[config.mk]
export PLATFORM = sky130hd
export DESIGN_NAME = walksat_flip_scheduler
export DESIGN_NICKNAME = d
export VERILOG_FILES = /design/src/rtl/walksat_flip_scheduler.sv
export SDC_FILE = /design/constraint.sdc
export NUM_CORES = 1
export LEC_CHECK = 0
export ABC_AREA = 1
export BUFFER_PORTS_ARGS = -buffer_cell sky130_fd_sc_hd__buf_2
export CELL_PAD_IN_SITES_DETAIL_PLACEMENT = 0
export CELL_PAD_IN_SITES_GLOBAL_PLACEMENT = 1
export CORE_MARGIN = 1
export CORE_UTILIZATION = 37
export CTS_BUF_LIST = sky130_fd_sc_hd__clkbuf_8
export CTS_CLUSTER_DIAMETER = 40
export DETAILED_ROUTE_END_ITERATION = 12
export PLACE_DENSITY_LB_ADDON = 0.25
export SETUP_SLACK_MARGIN = 0.15
export SLEW_MARGIN = 0
export SYNTH_ARGS = -nofsm -noshare
export SYNTH_HDL_FRONTEND = slang
export SYNTH_SLANG_ARGS = --single-unit
[constraint.sdc]
create_clock -name clk -period 2.1 [get_ports clk]
set_input_delay 0 -clock clk [delete_from_list [all_inputs] [get_ports clk]]
set_output_delay 0 -clock clk [all_outputs]
set_load 0.05 [all_outputs]
[src/rtl/walksat_flip_scheduler.sv]
// WalkSAT flip sequencer: pops unsat clauses, fetches literals/breaks, drives the selector, issues flips.
// Optional TABU_EN: the last flipped variable is masked out of the next selection unless that empties the mask.
module walksat_flip_scheduler #(
   parameter int unsigned NSAT                          = 3,
   parameter int unsigned NSAT_BITS                     = 2,
   parameter int unsigned MAX_CLAUSES_PER_VARIABLE_BITS = 5,
   parameter int unsigned VAR_BITS                      = 12,
   parameter int unsigned CLAUSE_BITS                   = 14,
   parameter int unsigned FLIP_CNT_BITS                 = 32,
   parameter int unsigned SEL_LATENCY                   = 2
) (
   input  logic                                          clk,
   input  logic                                          reset,
   input  logic                                          start_i,
   input  logic [FLIP_CNT_BITS-1:0]                      max_flips_i,
   input  logic                                          unsat_valid_i,
   input  logic [CLAUSE_BITS-1:0]                        unsat_clause_i,
   output logic                                          unsat_pop_o,
   output logic                                          lit_req_o,
   output logic [CLAUSE_BITS-1:0]                        lit_addr_o,
   input  logic                                          lit_ack_i,
   input  logic [NSAT*VAR_BITS-1:0]                      lit_vars_i,
   input  logic [NSAT-1:0]                               lit_mask_i,
   output logic                                          brk_req_o,
   output logic [NSAT*VAR_BITS-1:0]                      brk_vars_o,
   input  logic                                          brk_ack_i,
   input  logic [NSAT*MAX_CLAUSES_PER_VARIABLE_BITS-1:0] brk_values_i,
   output logic [NSAT*MAX_CLAUSES_PER_VARIABLE_BITS-1:0] sel_break_values_o,
   output logic [NSAT-1:0]                               sel_valid_mask_o,
   input  logic [NSAT_BITS-1:0]                          select_i,
   output logic                                          flip_valid_o,
   output logic [VAR_BITS-1:0]                           flip_var_o,
   input  logic                                          flip_ready_i,
   input  logic                                          update_done_i,
   output logic                                          busy_o,
   output logic                                          sat_o,
   output logic                                          timeout_o,
   output logic [FLIP_CNT_BITS-1:0]                      flip_count_o
);

   localparam int unsigned BRK_W     = NSAT * MAX_CLAUSES_PER_VARIABLE_BITS;
   localparam int unsigned SEL_CNT_W = (SEL_LATENCY > 1) ? $clog2(SEL_LATENCY) : 1;

   typedef enum logic [2:0] {
      S_IDLE, S_POP, S_LIT, S_BRK, S_SEL, S_FLIP, S_UPD, S_ERR_SKIP
   } state_e;

   state_e                            state_q, state_d;
   logic [FLIP_CNT_BITS-1:0]          limit_q, limit_d;
   logic [FLIP_CNT_BITS-1:0]          count_q, count_d;
   logic [CLAUSE_BITS-1:0]            clause_q, clause_d;
   logic [NSAT-1:0][VAR_BITS-1:0]     vars_q, vars_d;
   logic [NSAT-1:0]                   lit_mask_q, lit_mask_d;
   logic [BRK_W-1:0]                  sel_brk_q, sel_brk_d;
   logic [NSAT-1:0]                   sel_mask_q, sel_mask_d;
   logic [SEL_CNT_W-1:0]              sel_cnt_q, sel_cnt_d;
   logic [VAR_BITS-1:0]               flip_var_q, flip_var_d;
   logic                              sat_q, sat_d, timeout_q, timeout_d;
   logic                              pop_q, pop_d, lit_req_q, lit_req_d, brk_req_q, brk_req_d;
   logic                              flip_valid_q, flip_valid_d, busy_q, busy_d;
   logic [NSAT-1:0]                   brk_mask_c;
   logic                              sel_bad_c;

`ifdef TABU_EN
   logic [VAR_BITS-1:0] tabu_q;
   logic                tabu_vld_q;
   logic [NSAT-1:0]     keep_c;

   // Last accepted flip becomes the tabu variable for the next step.
   always_ff @(posedge clk) begin
      if (reset) begin
         tabu_q     <= '0;
         tabu_vld_q <= 1'b0;
      end else if (state_q == S_IDLE && start_i) begin
         tabu_q     <= '0;
         tabu_vld_q <= 1'b0;
      end else if (state_q == S_FLIP && flip_ready_i) begin
         tabu_q     <= flip_var_q;
         tabu_vld_q <= 1'b1;
      end
   end

   always_comb begin
      keep_c = '0;
      for (int unsigned k = 0; k < NSAT; k++) begin
         keep_c[k] = lit_mask_q[k] && !(tabu_vld_q && (vars_q[k] == tabu_q));
      end
      brk_mask_c = (keep_c == '0) ? lit_mask_q : keep_c;
   end
`else
   assign brk_mask_c = lit_mask_q;
`endif

   assign sel_bad_c = (select_i == '1) || (32'(select_i) >= NSAT) || !sel_mask_q[select_i];

   always_ff @(posedge clk) begin
      if (reset) begin
         state_q      <= S_IDLE;
         limit_q      <= '0;
         count_q      <= '0;
         clause_q     <= '0;
         vars_q       <= '0;
         lit_mask_q   <= '0;
         sel_brk_q    <= '0;
         sel_mask_q   <= '0;
         sel_cnt_q    <= '0;
         flip_var_q   <= '0;
         sat_q        <= 1'b0;
         timeout_q    <= 1'b0;
         pop_q        <= 1'b0;
         lit_req_q    <= 1'b0;
         brk_req_q    <= 1'b0;
         flip_valid_q <= 1'b0;
         busy_q       <= 1'b0;
      end else begin
         state_q      <= state_d;
         limit_q      <= limit_d;
         count_q      <= count_d;
         clause_q     <= clause_d;
         vars_q       <= vars_d;
         lit_mask_q   <= lit_mask_d;
         sel_brk_q    <= sel_brk_d;
         sel_mask_q   <= sel_mask_d;
         sel_cnt_q    <= sel_cnt_d;
         flip_var_q   <= flip_var_d;
         sat_q        <= sat_d;
         timeout_q    <= timeout_d;
         pop_q        <= pop_d;
         lit_req_q    <= lit_req_d;
         brk_req_q    <= brk_req_d;
         flip_valid_q <= flip_valid_d;
         busy_q       <= busy_d;
      end
   end

   // Next state; handshake outputs are registered decodes of the next state.
   always_comb begin
      state_d    = state_q;
      limit_d    = limit_q;
      count_d    = count_q;
      clause_d   = clause_q;
      vars_d     = vars_q;
      lit_mask_d = lit_mask_q;
      sel_brk_d  = sel_brk_q;
      sel_mask_d = sel_mask_q;
      sel_cnt_d  = sel_cnt_q;
      flip_var_d = flip_var_q;
      sat_d      = sat_q;
      timeout_d  = timeout_q;
      pop_d      = 1'b0;

      case (state_q)
         S_IDLE: begin
            if (start_i) begin
               limit_d   = max_flips_i;
               count_d   = '0;
               sat_d     = 1'b0;
               timeout_d = 1'b0;
               state_d   = S_POP;
            end
         end
         S_POP: begin
            if (!unsat_valid_i) begin
               sat_d   = 1'b1;
               state_d = S_IDLE;
            end else if (count_q == limit_q) begin
               timeout_d = 1'b1;
               state_d   = S_IDLE;
            end else begin
               clause_d = unsat_clause_i;
               pop_d    = 1'b1;
               state_d  = S_LIT;
            end
         end
         S_LIT: begin
            if (lit_ack_i) begin
               vars_d     = lit_vars_i;
               lit_mask_d = lit_mask_i;
               state_d    = (lit_mask_i == '0) ? S_ERR_SKIP : S_BRK;
            end
         end
         S_BRK: begin
            if (brk_ack_i) begin
               sel_brk_d  = brk_values_i;
               sel_mask_d = brk_mask_c;
               sel_cnt_d  = '0;
               state_d    = S_SEL;
            end
         end
         S_SEL: begin
            if (sel_cnt_q == SEL_CNT_W'(SEL_LATENCY - 1)) begin
               if (sel_bad_c) begin
                  state_d = S_ERR_SKIP;
               end else begin
                  flip_var_d = vars_q[select_i];
                  state_d    = S_FLIP;
               end
            end else begin
               sel_cnt_d = sel_cnt_q + SEL_CNT_W'(1);
            end
         end
         S_FLIP: begin
            if (flip_ready_i) begin
               if (count_q != '1) count_d = count_q + FLIP_CNT_BITS'(1);
               state_d = S_UPD;
            end
         end
         S_UPD: begin
            if (update_done_i) state_d = S_POP;
         end
         S_ERR_SKIP: state_d = S_POP;
         default:    state_d = S_IDLE;
      endcase

      lit_req_d    = (state_d == S_LIT);
      brk_req_d    = (state_d == S_BRK);
      flip_valid_d = (state_d == S_FLIP);
      busy_d       = (state_d != S_IDLE);
   end

   assign unsat_pop_o        = pop_q;
   assign lit_req_o          = lit_req_q;
   assign lit_addr_o         = clause_q;
   assign brk_req_o          = brk_req_q;
   assign brk_vars_o         = vars_q;
   assign sel_break_values_o = sel_brk_q;
   assign sel_valid_mask_o   = sel_mask_q;
   assign flip_valid_o       = flip_valid_q;
   assign flip_var_o         = flip_var_q;
   assign busy_o             = busy_q;
   assign sat_o              = sat_q;
   assign timeout_o          = timeout_q;
   assign flip_count_o       = count_q;

endmodule

==> results.sh, run 1 <==
export IMPL_rows=51
export IMPL_hold_start="flip_ready_i"
export IMPL_hp_class="in2reg"
export IMPL_gp_congestion=0.9151
export IMPL_grt_pass1_wl_um=38670
export IMPL_leakagePower_nw=4.645
export IMPL_max_stage_delay_ns=0.48
export IMPL_syn_inst=1101
export IMPL_period_needed_ns=1.844
export IMPL_maxSlewViolCount=0
export IMPL_cp_max_fo=5
export IMPL_wl_per_cell_um=14.60
export IMPL_detail_route_vias_per_cell=4.729
export IMPL_antenna_found_initial=3
export IMPL_first_pass_iters=6
export IMPL_synth_edf_count=0
export IMPL_cts_buffer_depth=2
export IMPL_yosys_top_cells_area="dfxtp_1 42%, nand2_1 13%, nor2_1 10%"
export IMPL_synth_area_leader_cell="dfxtp_1"
export IMPL_synth_top_area_share_pct=42.07
export IMPL_cp_required_ns=2.41
export IMPL_drive_gt1_share_pct=24.84
export IMPL_whs_ns=0.03119
export IMPL_rsz0062_at_grt="yes"
export IMPL_worst_slew_pin_slew_ns=0.8297
export IMPL_netlist_area_um2=7518
export IMPL_ir_worst_vdd_mv=0.3614
export IMPL_period_share_pct=87.79
export IMPL_setup_violations=0
export IMPL_initial_core_util_pct=38.13
export IMPL_port_buffers=228
export IMPL_crit_buf_inv=1
export IMPL_drt_wl_total_um=25070
export IMPL_drt_iter0_drc=506
export IMPL_drc=0
export IMPL_track_usage_pct=24.02
export IMPL_path_class="reg2reg"
export IMPL_async_flop_share_pct=0
export IMPL_io_pins=229
export IMPL_cp_top_family="simple AND/OR/NAND/NOR gates"
export IMPL_nNetsFinal=1547
export IMPL_hold_viol_final=0
export IMPL_synth_fp_nets=1212
export IMPL_die_w_um=144.6
export IMPL_clock_skew_ns=0.01623
export IMPL_cts_root_buf="clkbuf_8"
export IMPL_coreArea_um2=19720
export IMPL_crit_arrival_ns=2.15
export IMPL_cts_tree="built"
export IMPL_cp_start_kind="register"
export IMPL_hpwl_um=17670
export IMPL_cts_sinks=158
export IMPL_fin_setup_tns_ns=0
export IMPL_htreeDepth=4
export IMPL_die_height_um=144.6
export IMPL_ys_flop_type="dfxtp_1"
export IMPL_yosys_warnings=0
export IMPL_grt_start_max_net_pins=77
export IMPL_area_growth_pct=40.81
export IMPL_grt_pass1_vias=7546
export IMPL_outcome="finished, final reports clean"
export IMPL_vias=8119
export IMPL_powerDensity_nw_per_um2=646.7
export IMPL_fin_ws_ns=0.2564
export IMPL_postRouteAntennaNets=0
export IMPL_yosysSeqAreaShare_pct=42.07
export IMPL_maxSlewHeadroom_pct=44.69
export IMPL_slowest_stage="dfxtp_1"
export IMPL_yosysMostFrequentCell="nand2_1"
export IMPL_synth_distinct_cells=31
export IMPL_clkTransAtPathRegs_ns=0.09
export IMPL_worst_skew_pair_late_latency_ns=0.46
export IMPL_fmaxAchievable_mhz=542.4
export IMPL_gr_total_overflow=0
export IMPL_cp_cell_sequence="inv_1 -> nor3_1 -> nand2_1 -> nor2_1 -> xor2_1 -> nor2_1 -> nand2_1 -> a21oi_2"
export IMPL_ys_ff_latch=158
export IMPL_maxCapViolations=0
export IMPL_place_ws_ns=0.1032
export IMPL_synth_commonest_cells="256 x nand2_1, 206 x nor2_1, 158 x dfxtp_1"
export IMPL_avgSynthCellArea_um2=6.829
export IMPL_dieArea_um2=20890
export IMPL_cp_startpoint="flip_count_o[8]"
export IMPL_r2r_start="flip_count_o[8]"
export IMPL_numCtsBuffers=17
export IMPL_end_kind="register"
export IMPL_nFillCells=1960
-- flip-flops by register name, indices dropped and copies added (netlist names), 12 cells and up --
| name | cells |
|---|---|
| brk_vars_o | 36 |
| flip_count_o | 32 |
| flip_var_o | 12 |
| limit_q | 32 |
| lit_addr_o | 14 |
| sel_break_values_o | 15 |
-- worst paths after layout --
path / to / slack [ns] / cells past startpoint
worst min-delay path: flip_valid_o / 0.03 / 6
worst min register to register: sel_break_values_o[5] / 0.46 / 2
worst max register to register: flip_count_o[15] / 0.26 / 8
worst max-delay path: flip_count_o[15] / 0.26 / 8
-- final cells by class --
| class | instances | area [um^2] | area share (%) |
|---|---|---|---|
| inverters | 83 | 314.1 | 2.967 |
| well taps | 265 | 331.6 | 3.132 |
| clock inverters | 14 | 147.6 | 1.395 |
| flip-flops and latches | 158 | 3189 | 30.13 |
| clock buffers | 18 | 247.7 | 2.340 |
| multi-input cells | 803 | 3825 | 36.13 |
| diodes | 3 | 7.507 | 0.07091 |
| repair buffers | 373 | 2524 | 23.84 |
-- logic make-up after synthesis --
logic type	Yosys count	share of synthesized area [%]
buffers and inverters	141	7.872
XOR/XNOR	36	4.194
AO/OA/AOI/OAI	178	12.88
adder cells (fa/ha/maj)	1	0.1664
flip-flops	158	42.07
AND/OR/NAND/NOR	587	32.82
-- repair_timing --
action                                  4_1_cts  5_1_grt
gates cloned                                  0        1
hold buffers                                106        0
endpoints found under the setup margin       14       43
buffers inserted                              0        5
pin swaps                                     0        2
gates resized for setup                       2       19
endpoints found under the hold margin       109        0
-- worst min-delay path, delay by kind of cell --
family | cells | cell delay, ns
simple gates | 4 | 0.30
buf+inv | 1 | 0.10
compound gates | 1 | 0.05
-- where the power goes --
| part | total, mW | leakage, nW | switching, mW | internal (mW) |
|---|---|---|---|---|
| clock network | 2.34 | 0.204 | 1.32 | 1.02 |
| registers | 3.20 | 1.29 | 0.0843 | 3.12 |
| logic | 1.31 | 3.15 | 0.818 | 0.490 |
-- cells in the final DEF, fill, tap and decap left out, drive strengths merged --
cell type    instances
ha                   1
o21ai               75
nor2               212
bufinv               1
o211ai               3
clkinvlp             1
diode                3
dfxtp              158
nor3                19
clkbuf              18
xnor2               26
a21oi               85
inv                 93
nand4                8
nand3               77
a22oi                1
a31oi               13
xor2                10
buf                267
dlygate4sd3        106
nand2              270
o21a                 1
clkinv               2
nor3b                2
-- routing by layer --
layer / track usage [%] / vias up / part of all wire, %
li1: - / 4187 / -
met1: 29.22 / 3682 / 44
met2: 41.22 / 232 / 49
met3: 6.987 / 18 / 6.1
met4: 6.039 / 0 / 1.2
met5: 0 / - / 0
-- stage by stage --
| step | power (mW) | instance area [um^2] | cells | utilization, % |
|---|---|---|---|---|
| 2_1_floorplan | 4.044 | 7530 | 1101 | - |
| 3_3_place_gp | 4.378 | 9007 | 1570 | 45.68 |
| 3_5_place_dp | 4.387 | 9007 | 1570 | 45.68 |
| 4_1_cts | 6.881 | 10470 | 1708 | 53.09 |
| 5_1_grt | 7.181 | 10580 | 1716 | 53.68 |
| 6_report | 6.846 | 10590 | 1717 | 53.69 |
No activity file was read; power rests on OpenSTA's default activity.
==> run 2, diff against run 1 <==
--- a/config.mk
+++ b/config.mk
@@ -10,12 +10,12 @@
 export CELL_PAD_IN_SITES_DETAIL_PLACEMENT = 0
 export CELL_PAD_IN_SITES_GLOBAL_PLACEMENT = 1
 export CORE_MARGIN = 1
-export CORE_UTILIZATION = 37
+export CORE_UTILIZATION = 40
 export CTS_BUF_LIST = sky130_fd_sc_hd__clkbuf_8
 export CTS_CLUSTER_DIAMETER = 40
 export DETAILED_ROUTE_END_ITERATION = 12
 export PLACE_DENSITY_LB_ADDON = 0.25
-export SETUP_SLACK_MARGIN = 0.15
+export SETUP_SLACK_MARGIN = 0.3
 export SLEW_MARGIN = 0
 export SYNTH_ARGS = -nofsm -noshare
 export SYNTH_HDL_FRONTEND = slang
==> constraint.sdc (replaced) <==
create_clock -name clk -period 2.3 [get_ports clk]
set_input_delay 0 -clock clk [delete_from_list [all_inputs] [get_ports clk]]
set_output_delay 0 -clock clk [all_outputs]
set_load 0.02 [all_outputs]
==> run 2 against run 1 <==
Net effect: register-to-register slack improved by 0.14 ns; non-clock buffer count rose by 4; wire length fell by 0.77%; maximum frequency fell by 3.1%; clock skew rose by 0.0018 ns; global-route usage rose by 2.3 points; clock-buffer cell count did not move; sequential share of layout area barely moved; sequential cell count did not move; total power fell by 11%; combinational power fell by 18%; critical path type unchanged; critical endpoint is now flip_count_o[24]; highest routed layer is now met5.
==> results.sh, run 2 (same netlist as run 1, synthesis figures left out) <==
export IMPL_outcome="finished, final reports clean"
export IMPL_period_needed_ns=1.903
export IMPL_finish_utilization_pct=57.78
export IMPL_htreeDepth=4
export IMPL_initial_core_util_pct=41.29
export IMPL_place_ws_ns=0.1685
export IMPL_r2r_end="flip_count_o[24]"
export IMPL_ff2ff_setup_slack_ns=0.40
export IMPL_die_w_um=139.1
export IMPL_cts_tree="built"
export IMPL_fin_ws_ns=0.3972
export IMPL_die_height_um=139.1
export IMPL_wl_per_cell_um=14.79
export IMPL_layout_cells_non_filler=1682
export IMPL_worst_slew_pin_slew_ns=0.8377
export IMPL_setup_violations=0
export IMPL_leakagePower_nw=4.599
export IMPL_area_growth_pct=39.94
export IMPL_detail_route_vias_per_cell=4.832
export IMPL_gp_congestion=0.9331
export IMPL_clock_skew_ns=0.01802
export IMPL_nNetsFinal=1551
export IMPL_gr_total_overflow=0
export IMPL_drive_gt1_share_pct=23.62
export IMPL_placedCellCount=1533
export IMPL_end_kind="register"
export IMPL_drc=0
export IMPL_maxSlewHeadroom_pct=44.15
export IMPL_rows=49
export IMPL_path_class="reg2reg"
export IMPL_drt_iter0_drc=475
export IMPL_cp_startpoint="flip_count_o[0]"
export IMPL_first_pass_iters=7
export IMPL_fin_setup_tns_ns=0
export IMPL_hold_viol_final=0
export IMPL_postRouteAntennaNets=0
export IMPL_worst_skew_pair_late_latency_ns=0.46
export IMPL_r2r_start="flip_count_o[0]"
export IMPL_cp_start_kind="register"
export IMPL_maxSlewViolCount=0
export IMPL_antenna_found_initial=3
export IMPL_drt_wl_total_um=24880
export IMPL_crit_end="flip_count_o[24]"
export IMPL_wirelength_met1_um=10610
export IMPL_hp_class="in2reg"
export IMPL_coreArea_um2=18210
export IMPL_fmaxAchievable_mhz=525.5
export IMPL_mostFrequentLayoutCells="256 x nand2_1, 228 x buf_2, 206 x nor2_1"
export IMPL_track_usage_pct=26.31
export IMPL_grt_pass1_vias=8121
export IMPL_wl_met2_um=12270
export IMPL_grt_start_max_net_pins=67
export IMPL_cts_root_buf="clkbuf_8"
export IMPL_cp_max_fo=20
export IMPL_clkTransAtPathRegs_ns=0.09
export IMPL_port_buffers=228
export IMPL_crit_arrival_ns=2.25
export IMPL_ir_worst_vdd_mv=0.3226
export IMPL_hpwl_um=17270
export IMPL_largest_register_ff_count=36
export IMPL_wl_met3_um=1240
export IMPL_rsz0062_at_grt="yes"
export IMPL_nFillCells=1790
export IMPL_top_layer="met5"
export IMPL_maxCapViolations=0
export IMPL_ff2ff_path_depth=13
export IMPL_cts_sinks=158
export IMPL_dieArea_um2=19350
export IMPL_final_common_cell="nand2_1"
export IMPL_cts_buffer_depth=2
export IMPL_numCtsBuffers=17
export IMPL_grt_pass1_wl_um=40520
export IMPL_powerDensity_nw_per_um2=577.2
export IMPL_vias=8127
export IMPL_period_share_pct=82.73
export IMPL_cp_required_ns=2.65
export IMPL_io_pins=229
-- run 2: power breakdown --
group | internal, mW | switching, mW
registers | 2.85 | 0.0755
logic | 0.461 | 0.615
clock network | 0.990 | 1.08
-- run 2: stage by stage --
| stage | hold WS, ns | total power, mW | cell area, um^2 |
|---|---|---|---|
| global route | 0.05886 | 6.382 | 10520 |
| detailed placement | 0.2263 | 3.857 | 8931 |
| finish | 0.04226 | 6.072 | 10520 |
| CTS | 0.004735 | 6.096 | 10430 |
| global placement | 0.2228 | 3.851 | 8931 |
| floorplan | 0.1349 | 3.561 | 7518 |
-- run 2: how the worst min path moves through the flow --
stage,endpoint,cells after the start,slack [ns],startpoint
3_3_place_gp,lit_addr_o[5],3,0.22,unsat_clause_i[5]
5_1_grt,flip_valid_o,6,0.06,update_done_i
3_5_place_dp,lit_addr_o[3],3,0.23,unsat_clause_i[3]
6_report,lit_req_o,6,0.04,update_done_i
4_1_cts,lit_req_o,6,0.005,update_done_i
2_1_floorplan,lit_addr_o[0],2,0.13,unsat_clause_i[0]
-- run 2: routing by layer --
layer / up-vias / GRT usage (%)
met5: - / 0
met4: 4 / 10.29
met3: 51 / 7.044
met2: 201 / 46.44
met1: 3686 / 30.17
li1: 4185 / -
-- run 2: timing repair --
item,CTS,global route
endpoints found under the setup margin,18,36
resized for setup,2,12
hold endpoints to repair,110,0
setup buffers,0,6
pin swaps,1,1
hold buffers,110,0
gates cloned,1,0
-- run 2: final cells by class --
type / instances / area [um^2] / area share, %
clock buffers: 18 / 247.7 / 2.355
multi-input cells: 803 / 3782 / 35.95
well taps: 229 / 286.5 / 2.723
flip-flops and latches: 158 / 3174 / 30.17
clock inverters: 13 / 138.9 / 1.320
repair buffers: 377 / 2575 / 24.47
diodes: 1 / 2.502 / 0.02378
inverters: 83 / 314.1 / 2.985
-- run 2: critical path, stage by stage (launching register included) --
cell and delay (ns):
dfxtp_4 0.38, ha_2 0.21, nand2_1 0.10, nor2_4 0.18
nand2_4 0.08, nor2_4 0.15, nand2_1 0.08, nand2_2 0.07
nand2_4 0.09, buf_6 0.19, nand3_1 0.11, nand2_1 0.06
nand2_1 0.05, nor2_1 0.04
==> run 3, diff against run 2 <==
--- a/config.mk
+++ b/config.mk
@@ -10,7 +10,7 @@
 export CELL_PAD_IN_SITES_DETAIL_PLACEMENT = 0
 export CELL_PAD_IN_SITES_GLOBAL_PLACEMENT = 1
 export CORE_MARGIN = 1
-export CORE_UTILIZATION = 40
+export CORE_UTILIZATION = 37
 export CTS_BUF_LIST = sky130_fd_sc_hd__clkbuf_8
 export CTS_CLUSTER_DIAMETER = 40
 export DETAILED_ROUTE_END_ITERATION = 12
==> constraint.sdc (replaced) <==
create_clock -name clk -period 1.9 [get_ports clk]
set_input_delay 0 -clock clk [delete_from_list [all_inputs] [get_ports clk]]
set_output_delay 0 -clock clk [all_outputs]
set_load 0.02 [all_outputs]
==> run 3 against run 2 <==
Net effect: cell count up 4.9%; clock power rose by 13%; global-route usage down 2.1 points; sequential share of layout area down 1.6 points; first-iteration DRC count is 17% lower; utilization fell by 0.10 points; clock skew decreased by 0.0011 ns; setup slack lost 0.27 ns; wire length increased by 4.7%; total power rose by 20%; design area is 8.1% higher; die area rose by 8.0%; critical path type unchanged.
==> results.sh, run 3 (same netlist as run 1, synthesis figures left out) <==
export IMPL_clock_skew_ns=0.01690
export IMPL_nNetsFinal=1596
export IMPL_nFillCells=1919
export IMPL_drc=0
export IMPL_antenna_found_initial=2
export IMPL_ff2ff_path_depth=12
export IMPL_maxSlewViolCount=0
export IMPL_port_buffers=228
export IMPL_outcome="finished, final reports clean"
export IMPL_hold_viol_final=0
export IMPL_area_growth_pct=51.27
export IMPL_crit_arrival_ns=2.15
export IMPL_mostFrequentLayoutCells="228 x buf_2, 223 x nand2_1, 186 x nor2_1"
export IMPL_hpwl_um=18080
export IMPL_cts_root_buf="clkbuf_8"
export IMPL_multi_input_area_um2=4111
export IMPL_vias=8353
export IMPL_clkTransAtPathRegs_ns=0.08
export IMPL_powerDensity_nw_per_um2=641.9
export IMPL_numCtsBuffers=17
export IMPL_postRouteAntennaNets=0
export IMPL_gp_congestion=0.8602
export IMPL_first_pass_iters=6
export IMPL_cp_required_ns=2.27
export IMPL_cts_sinks=158
export IMPL_rows=51
export IMPL_cp_cell_sequence="ha_4 -> nand2_4 -> nor2_4 -> nand2_4 -> nor2_4 -> nand2_1 -> nand2_2 -> nand2_4 -> nand2_8 -> clkbuf_16 -> nand2_4 -> a21oi_2"
export IMPL_maxCapViolations=0
export IMPL_io_pins=229
export IMPL_cp_start_kind="register"
export IMPL_whs_path_depth=4
export IMPL_final_common_cell="buf_2"
export IMPL_cp_max_fo=8
export IMPL_wl_per_cell_um=14.76
export IMPL_cts_tree="built"
export IMPL_worst_skew_pair_late_latency_ns=0.46
export IMPL_htreeDepth=4
export IMPL_hp_class="in2reg"
export IMPL_dieArea_um2=20890
export IMPL_drt_wl_total_um=26050
export IMPL_ff_latch_area_um2=3247
export IMPL_period_share_pct=93.34
export IMPL_drive_gt1_share_pct=33.78
export IMPL_path_common_cell="nand2_4"
export IMPL_p_switching_mw=2.272
export IMPL_leakagePower_nw=5.054
export IMPL_initial_core_util_pct=38.13
export IMPL_die_height_um=144.6
export IMPL_path_class="reg2reg"
export IMPL_maxSlewHeadroom_pct=43.18
export IMPL_coreArea_um2=19720
export IMPL_end_kind="register"
export IMPL_grt_start_max_net_pins=67
export IMPL_fmaxAchievable_mhz=563.9
export IMPL_max_stage_delay_ns=0.38
export IMPL_setup_violations=0
export IMPL_grt_pass1_wl_um=39130
export IMPL_finish_utilization_pct=57.68
export IMPL_cts_buffer_depth=2
export IMPL_slowest_stage="dfxtp_4"
export IMPL_combPwrFrac_pct=19.9
export IMPL_ir_worst_vdd_mv=0.4369
export IMPL_gr_total_overflow=0
export IMPL_seq_power_share_pct=48.2
export IMPL_track_usage_pct=24.26
export IMPL_drt_iter0_drc=393
export IMPL_rsz0062_at_grt="yes"
export IMPL_fin_setup_tns_ns=0
export IMPL_die_w_um=144.6
export IMPL_worst_slew_pin_slew_ns=0.8523
export IMPL_switching_share_pct=31.12
export IMPL_period_needed_ns=1.773
export IMPL_grt_pass1_vias=7856
export IMPL_clkPwrFrac_pct=32.0
export IMPL_detail_route_vias_per_cell=4.733
export IMPL_internal_power_mw=5.029
export IMPL_largest_register_ff_count=36
-- run 3: changes by cell type in the layout (fill, tap and decap cells not counted), moves of 10 or more --
| cell | before | now |
|---|---|---|
| buf_4 | 33 | 77 |
| dfxtp_1 | 153 | 127 |
| dfxtp_2 | 3 | 13 |
| dfxtp_4 | 2 | 18 |
| inv_1 | 82 | 72 |
| inv_2 | 1 | 11 |
| nand2_1 | 256 | 223 |
| nand2_2 | 10 | 35 |
| nor2_1 | 206 | 186 |
| nor2_2 | 1 | 17 |
-- run 3: cell type report --
class                   instances  area share [%]
diodes                          2         0.04400
flip-flops and latches        158           28.55
inverters                      83           2.805
clock inverters                14          0.9791
multi-input cells             802           36.15
well taps                     265           2.915
repair buffers                423           26.38
clock buffers                  18           2.178
-- run 3: worst max-delay path, delay by kind of cell, from the launching register on --
| kind | cells | cell delay, ns |
|---|---|---|
| AO/OA/AOI/OAI | 1 | 0.11 |
| AND/OR/NAND/NOR | 9 | 0.84 |
| buffers and inverters | 1 | 0.21 |
| adder cells (fa/ha/maj) | 1 | 0.14 |
| flip-flops | 1 | 0.38 |
-- run 3: metal layers --
metal  GRT usage, %  part of all wire, %  up-vias
met4          8.144                  2.2        0
met2          42.66                   50      248
li1               -                    -     4283
met5              0                    0        -
met1          28.40                   41     3784
met3          6.291                  6.5       38
-- run 3: path summary, 6_finish.rpt --
path | endpoint | startpoint | slack [ns]
worst min-delay path | limit_q[26] | start_i | 0.0003
worst min register to register | sel_break_values_o[6] | sel_break_values_o[6] | 0.46
worst max register to register | flip_count_o[22] | flip_count_o[0] | 0.13
worst max-delay path | flip_count_o[22] | flip_count_o[0] | 0.13
-- run 3: repair_timing --
item	4_1_cts	5_1_grt
pin swaps	7	23
endpoints found under the hold margin	109	0
setup endpoints to repair	54	107
gates resized for setup	53	70
hold buffers	103	0
buffers inserted	19	11
cloned	0	6
-- run 3: power by group through the flow --
stage | clock network, mW | registers [mW] | logic [mW]
CTS | 2.39 | 3.53 | 1.33
global route | 2.51 | 3.54 | 1.59
global placement | 0 | 3.62 | 1.10
floorplan | 0 | 3.69 | 0.646
finish | 2.33 | 3.52 | 1.45
detailed placement | 0 | 3.62 | 1.10
-- run 3: through the flow --
step	instances	power (mW)	instance area (um^2)	setup WS (ns)	hold WS [ns]
6_report	1765	7.300	11370	0.1266	0.0002963
5_1_grt	1764	7.633	11370	0.01856	0.002791
4_1_cts	1746	7.244	10950	0.1964	0.009425
3_5_place_dp	1592	4.722	9251	0.02865	0.2281
3_3_place_gp	1592	4.716	9251	0.004845	0.2199
2_1_floorplan	1101	4.332	7615	0.2441	0.1349
